## src/rtl/fetch_queue_unit_if.sv

```systemverilog
// Instruction-cache request channel between the fetch stage and the icache.
// master: fetch side (issues requests), slave: cache side (returns data).
interface fetch_queue_unit_if;
    logic        imemREN;
    logic [31:0] imemaddr;
    logic        ihit;
    logic [31:0] imemload;

    modport master (output imemREN, output imemaddr, input ihit, input imemload);
    modport slave  (input imemREN, input imemaddr, output ihit, output imemload);
endinterface

```

## src/rtl/fetch_queue_unit.sv

```systemverilog
// Instruction fetch stage with a DEPTH-entry prefetch queue of {pc, npc, instr}.
// Owns the fetch PC, issues icache reads, hands words to decode via valid/ready,
// flushes on execute redirects and stops permanently on halt.
// Optional macro FETCH_JUMP_PREDECODE_EN: follow J/JAL targets at push time.
module fetch_queue_unit #(
    parameter logic [31:0] PC_INIT = 32'h0,
    parameter int          DEPTH   = 4,
    localparam int         CNT_W   = $clog2(DEPTH) + 1
) (
    input  logic                CLK,
    input  logic                RST,
    fetch_queue_unit_if.master  cache,
    input  logic                redirect_valid,
    input  logic [31:0]         redirect_pc,
    input  logic                halt_req,
    output logic                instr_valid,
    input  logic                instr_ready,
    output logic [31:0]         instr,
    output logic [31:0]         instr_pc,
    output logic [31:0]         instr_npc,
    output logic [CNT_W-1:0]    occupancy,
    output logic                halted
);
    localparam int PTR_W = $clog2(DEPTH);

    typedef enum logic {
        RUN,
        HALTED
    } state_t;

    state_t             r_state;
    logic [31:0]        r_fetch_pc;
    logic [PTR_W-1:0]   r_rd_ptr;
    logic [PTR_W-1:0]   r_wr_ptr;
    logic [CNT_W-1:0]   r_count;
    logic [31:0]        r_mem_pc    [DEPTH];
    logic [31:0]        r_mem_npc   [DEPTH];
    logic [31:0]        r_mem_instr [DEPTH];

    logic               w_ren;
    logic               w_push;
    logic               w_pop;
    logic [31:0]        w_pc_plus4;
    logic [31:0]        w_seq_pc;
    logic [1:0]         w_unused_rpc;

    assign w_unused_rpc = redirect_pc[1:0];

    assign w_ren       = (r_state == RUN) && (r_count < CNT_W'(DEPTH)) && !redirect_valid;
    assign w_push      = cache.ihit && w_ren;
    assign w_pop       = instr_valid && instr_ready && !redirect_valid;
    assign w_pc_plus4  = r_fetch_pc + 32'd4;

    assign cache.imemREN  = w_ren;
    assign cache.imemaddr = r_fetch_pc;
    assign instr_valid    = (r_count != '0);
    assign instr          = r_mem_instr[r_rd_ptr];
    assign instr_pc       = r_mem_pc[r_rd_ptr];
    assign instr_npc      = r_mem_npc[r_rd_ptr];
    assign occupancy      = r_count;
    assign halted         = (r_state == HALTED);

    // Next sequential fetch PC after a push (optionally following direct jumps)
    always_comb begin
        w_seq_pc = w_pc_plus4;
`ifdef FETCH_JUMP_PREDECODE_EN
        if (cache.imemload[31:26] == 6'b000010 || cache.imemload[31:26] == 6'b000011)
            w_seq_pc = {w_pc_plus4[31:28], cache.imemload[25:0], 2'b00};
`else
`endif
    end

    // Fetch FSM and fetch PC; redirect beats both halt and push
    always_ff @(posedge CLK) begin
        if (RST) begin
            r_state    <= RUN;
            r_fetch_pc <= PC_INIT;
        end else begin
            if (redirect_valid)
                r_fetch_pc <= {redirect_pc[31:2], 2'b00};
            else if (w_push)
                r_fetch_pc <= w_seq_pc;

            if (r_state == RUN && halt_req && !redirect_valid)
                r_state <= HALTED;
        end
    end

    // Queue storage, pointers and occupancy; redirect flushes everything
    always_ff @(posedge CLK) begin
        if (RST) begin
            r_rd_ptr <= '0;
            r_wr_ptr <= '0;
            r_count  <= '0;
            for (int unsigned i = 0; i < DEPTH; i++) begin
                r_mem_pc[i]    <= '0;
                r_mem_npc[i]   <= '0;
                r_mem_instr[i] <= '0;
            end
        end else if (redirect_valid) begin
            r_rd_ptr <= '0;
            r_wr_ptr <= '0;
            r_count  <= '0;
        end else begin
            if (w_push) begin
                r_mem_pc[r_wr_ptr]    <= r_fetch_pc;
                r_mem_npc[r_wr_ptr]   <= w_pc_plus4;
                r_mem_instr[r_wr_ptr] <= cache.imemload;
                r_wr_ptr              <= r_wr_ptr + 1'b1;
            end
            if (w_pop)
                r_rd_ptr <= r_rd_ptr + 1'b1;
            if (w_push && !w_pop)
                r_count <= r_count + 1'b1;
            else if (!w_push && w_pop)
                r_count <= r_count - 1'b1;
        end
    end
endmodule

```

## src/flat_wrapper.sv

```systemverilog
// flat-port wrapper written by rule: the top's interface ports become plain ports
module fetch_queue_unit_flat 
#(
    parameter logic [31:0] PC_INIT = 32'h0,
    parameter int          DEPTH   = 4,
    localparam int         CNT_W   = $clog2(DEPTH) + 1
)
  (CLK, RST, redirect_valid, redirect_pc, halt_req, instr_valid, instr_ready, instr, instr_pc, instr_npc, occupancy, halted, cache_imemREN, cache_imemaddr, cache_ihit, cache_imemload);
  fetch_queue_unit_if cache_i ();
  input  logic CLK;
  input  logic RST;
  input  logic redirect_valid;
  input  logic [31:0] redirect_pc;
  input  logic halt_req;
  output logic instr_valid;
  input  logic instr_ready;
  output logic [31:0] instr;
  output logic [31:0] instr_pc;
  output logic [31:0] instr_npc;
  output logic [CNT_W-1:0] occupancy;
  output logic halted;
  output wire logic [$bits(cache_i.imemREN)-1:0] cache_imemREN;
  output wire logic [$bits(cache_i.imemaddr)-1:0] cache_imemaddr;
  input wire logic [$bits(cache_i.ihit)-1:0] cache_ihit;
  input wire logic [$bits(cache_i.imemload)-1:0] cache_imemload;
  assign cache_imemREN = cache_i.imemREN;
  assign cache_imemaddr = cache_i.imemaddr;
  assign cache_i.ihit = cache_ihit;
  assign cache_i.imemload = cache_imemload;
  fetch_queue_unit #(.PC_INIT(PC_INIT), .DEPTH(DEPTH)) u_core (.CLK(CLK), .RST(RST), .cache(cache_i), .redirect_valid(redirect_valid), .redirect_pc(redirect_pc), .halt_req(halt_req), .instr_valid(instr_valid), .instr_ready(instr_ready), .instr(instr), .instr_pc(instr_pc), .instr_npc(instr_npc), .occupancy(occupancy), .halted(halted));
endmodule
```

## config.mk

```make
export PLATFORM = sky130hd
export DESIGN_NAME = fetch_queue_unit_flat
export DESIGN_NICKNAME = d
export VERILOG_FILES = /design/src/rtl/fetch_queue_unit_if.sv /design/src/rtl/fetch_queue_unit.sv /design/src/flat_wrapper.sv
export SDC_FILE = /design/constraint.sdc
export NUM_CORES = 1
export LEC_CHECK = 0
export BUFFER_PORTS_ARGS = -buffer_cell sky130_fd_sc_hd__buf_2
export CAP_MARGIN = 40
export CORE_AREA = 5 5 209 211
export DETAILED_ROUTE_END_ITERATION = 8
export DIE_AREA = 0 0 214 216
export GPL_TIMING_DRIVEN = 0
export HOLD_SLACK_MARGIN = 0.1
export PLACE_DENSITY = 0.66
export SLEW_MARGIN = 5
export SYNTH_ARGS = -nofsm -noshare
export SYNTH_HDL_FRONTEND = slang
export SYNTH_SLANG_ARGS = --single-unit
```

## constraint.sdc

```tcl
create_clock -name CLK -period 4.28 [get_ports CLK]
set_clock_uncertainty 0.15 [all_clocks]
set_input_delay 0.428 -clock CLK [delete_from_list [all_inputs] [get_ports CLK]]
set_output_delay 0.428 -clock CLK [all_outputs]
set_load 0.03 [all_outputs]
```

==> results.toml <==
[yosys]
synth_seq_cells = 408
dominantRegCellSynth = "edfxtp_1"
synth_top_cell_area_share_pct = 60.11
yosysUniqueCellTypes = 59
yosysTopAreaCell = "edfxtp_1"
yosysSeqAreaShare_pct = 64.47
async_flop_share_pct = 0
netlist_instances = 1318
syn_area_per_cell_um2 = 13.95
synth-edff-count = 368
syn-cell-area_um2 = 18380
yosysWarningCount = 0
netlist_top_cells_area = "edfxtp_1 60%, mux4_2 11%, dfxtp_1 4.4%, and2_1 4.1%, nor2_1 3.1%"

[timing]
fmax_mhz = 288.2
report.final.slew_viol_count = 0
tns_ns = 0
layout_setup_ws_ns = 0.8100
worst_pin_slew_ns = 0.9071
slew_headroom_pct = 39.53
period_needed_ns = 3.470
period_share_pct = 81.08
hold_viol = 0
rsz0062_at_grt = "false"
setup_viol = 0

[power]
powerDensity_nw_per_um2 = 412.6
clockPowerShare_pct = 40.3
p_int_mw = 6.945
pwr-share-comb_pct = 9.5
leakagePower_nw = 8.433
switchingPower_mw = 2.203
power_mw = 9.147
ir_drop_mv = 0.2400
p_seq_share_pct = 50.2
switching_share_pct = 24.08

[global_route]
grt_antenna_before_repair = 0
overflow = 0
grt_start_max_net_pins = 51
grt_pass1_wl_um = 79760
grtUsageTotal_pct = 22.42
grt_pass1_vias = 12885

[floorplan]
dieArea_um2 = 46220
pin_count = 204
coreArea_um2 = 41570
num_rows = 75
die_x_um = 214
die_y_um = 216
initial_core_util_pct = 44.22

[cts]
htree_levels = 2
clkSlewWorstSetupHoldPaths_ns = 0.06
cts_setup_buffers = 0
clockBufferDepth = 3
cts.sinks = 408
cts_resized = 0
tritoncts = "built"
clk_latency_ns = 0.55
cts_hold_buf = 53
cts_buffers = 44
cts_root_buf = "clkbuf_16"

[setup_path]
crit_arrival_ns = 3.54
critPathCapture = "u_core.r_mem_instr[3][31]"
crit_chain = "or3b_1 -> buf_2 -> buf_6 -> clkbuf_1 -> nor2_1 -> a31o_4 -> buf_12 -> buf_16"
required_ns = 4.35
reg2reg_depth = 8
cp-startpoint = "u_core.occupancy[2]"
endpoint_kind = "flop"
critPathLaunchType = "flop"
worstReg2RegEnd = "u_core.r_mem_instr[3][31]"
critical-path-max-stage-delay_ns = 0.49
cp_slowest_cell = "a31o_4"
r2r_slack_ns = 0.81
cp_max_fo = 45
crit_type = "flop to flop"
r2r-start = "u_core.occupancy[2]"

[hold_path]
hp-start = "redirect_pc[29]"
min_path_type = "input port to flop"

[routing]
drt-pass1-iter-count = 6
num_vias = 12579
route.detailed.drc = 0
ant_nets = 0
wl_per_cell_um = 23.92
drt-initial-drc-count = 1268
drt_wl_total_um = 52510
routed_via_density = 5.731

[layout]
num-nets-final = 1698
regArea_um2 = 11850
syn_to_final_growth_pct = 20.59
n_fill_cell = 3465
drive_gt1_share_pct = 25.44
utilization_pct = 53.33
multi_input_area_um2 = 5913

[status]
status = "completed"

[run]
max_cap_violations = 0

[placement]
place_ws_ns = 0.7176
post-dp-hpwl_um = 35090
place.gp.congestion = 0.8832
io_buffers = 194
==> worst min-delay path by stage <==
stage / to / slack [ns] / cells after the start
2_1_floorplan: flop / 0.33 / 2
3_3_place_gp: u_core.r_rd_ptr[0] / 0.40 / 2
3_5_place_dp: u_core.r_rd_ptr[0] / 0.41 / 2
6_report: u_core.cache.imemaddr[29] / 0.11 / 5
4_1_cts: u_core.cache.imemaddr[26] / 0.10 / 3
5_1_grt: u_core.cache.imemaddr[26] / 0.12 / 3
==> Yosys cell counts (9+ instances only) <==
cell type / count
nand4_1: 17
buf_2: 30
buf_1: 11
or3_1: 14
a21oi_1: 52
nor3_1: 29
clkbuf_1: 61
xnor2_1: 13
and2_1: 120
inv_1: 48
nor4_1: 10
or4_1: 11
o21ai_0: 26
a311oi_1: 9
edfxtp_1: 368
and3_1: 41
o31ai_1: 12
buf_4: 9
dfxtp_1: 40
mux4_2: 92
nand2_1: 50
nor2_1: 154
nand3_1: 10
==> through the flow <==
step / hold WS, ns / std cells / area, um^2
after global routing: 0.1158 / 2194 / 22170
after floorplan: 0.3347 / 1323 / 18400
after CTS: 0.1013 / 2194 / 22170
after global placement: 0.4039 / 2056 / 20050
after detailed placement: 0.4110 / 2065 / 20260
final: 0.1100 / 2195 / 22170
==> layout by cell type (no fill, tap or decap), drive strengths merged, types with 9 or more instances in the layout <==
cell type,Yosys,layout
or4,15,15
edfxtp,368,368
a21oi,52,52
or3,14,14
clkinv,0,11
xnor2,13,13
and2,120,120
nand4,18,18
dfxtp,40,40
a311oi,9,9
buf,51,254
inv,48,50
o21ai,26,26
nor2,154,154
dlygate4sd3,0,53
clkbuf,61,122
nand3,12,12
mux4,92,92
nand2,50,50
nor4,11,11
and3,41,41
o31ai,12,12
nor3,31,31
==> critical path, delay by kind of cell (launching register included) <==
family          cells  cell delay (ns)
buf+inv             5             1.26
flops               1             0.38
simple gates        2             0.80
compound gates      1             0.49
==> cell families after synthesis <==
group / Yosys count / share of synthesized area, %
flops: 408 / 64.47
fa+ha+maj: 3 / 0.2450
compound gates: 132 / 4.458
xor+xnor: 19 / 0.9052
simple gates: 491 / 14.24
buf+inv: 160 / 3.696
mux: 104 / 11.97
other cells: 1 / 0.02040
==> flip-flops by register name (all words and copies together), names as in the netlist, named ones only <==
| signal | count |
|---|---|
| u_core.r_mem_pc | 120 |
| u_core.occupancy | 3 |
| u_core.halted | 1 |
| u_core.r_wr_ptr | 2 |
| u_core.r_rd_ptr | 2 |
| u_core.r_mem_instr | 128 |
| u_core.r_mem_npc | 120 |
| u_core.cache.imemaddr | 30 |
==> routing by layer <==
layer	vias up	GRT usage, %	wire length [um]
met5	-	0	0
met2	649	36.73	25080
met1	6255	31.01	21140
li1	5583	-	-
met4	0	5.991	1350
met3	92	4.540	4938
==> power by group through the flow <==
stage / Combinational [mW] / Clock (mW) / Sequential [mW]
5_1_grt: 0.926 / 3.90 / 4.61
2_1_floorplan: 0.469 / 0 / 4.70
6_report: 0.871 / 3.68 / 4.59
3_3_place_gp: 0.803 / 0 / 4.69
3_5_place_dp: 0.833 / 0 / 4.68
4_1_cts: 0.875 / 3.73 / 4.59
==> area by class of cell <==
| class | count | area share (%) |
|---|---|---|
| Sequential cell | 408 | 53.46 |
| Multi-Input combinational cell | 755 | 26.67 |
| Timing Repair Buffer | 256 | 7.546 |
| Clock buffer | 61 | 5.621 |
| Tap cell | 539 | 3.042 |
| Buffer | 112 | 2.252 |
| Inverter | 48 | 0.8127 |
| Clock inverter | 15 | 0.5869 |
| Antenna cell | 1 | 0.01129 |
Power figures use the tool's default switching activity.
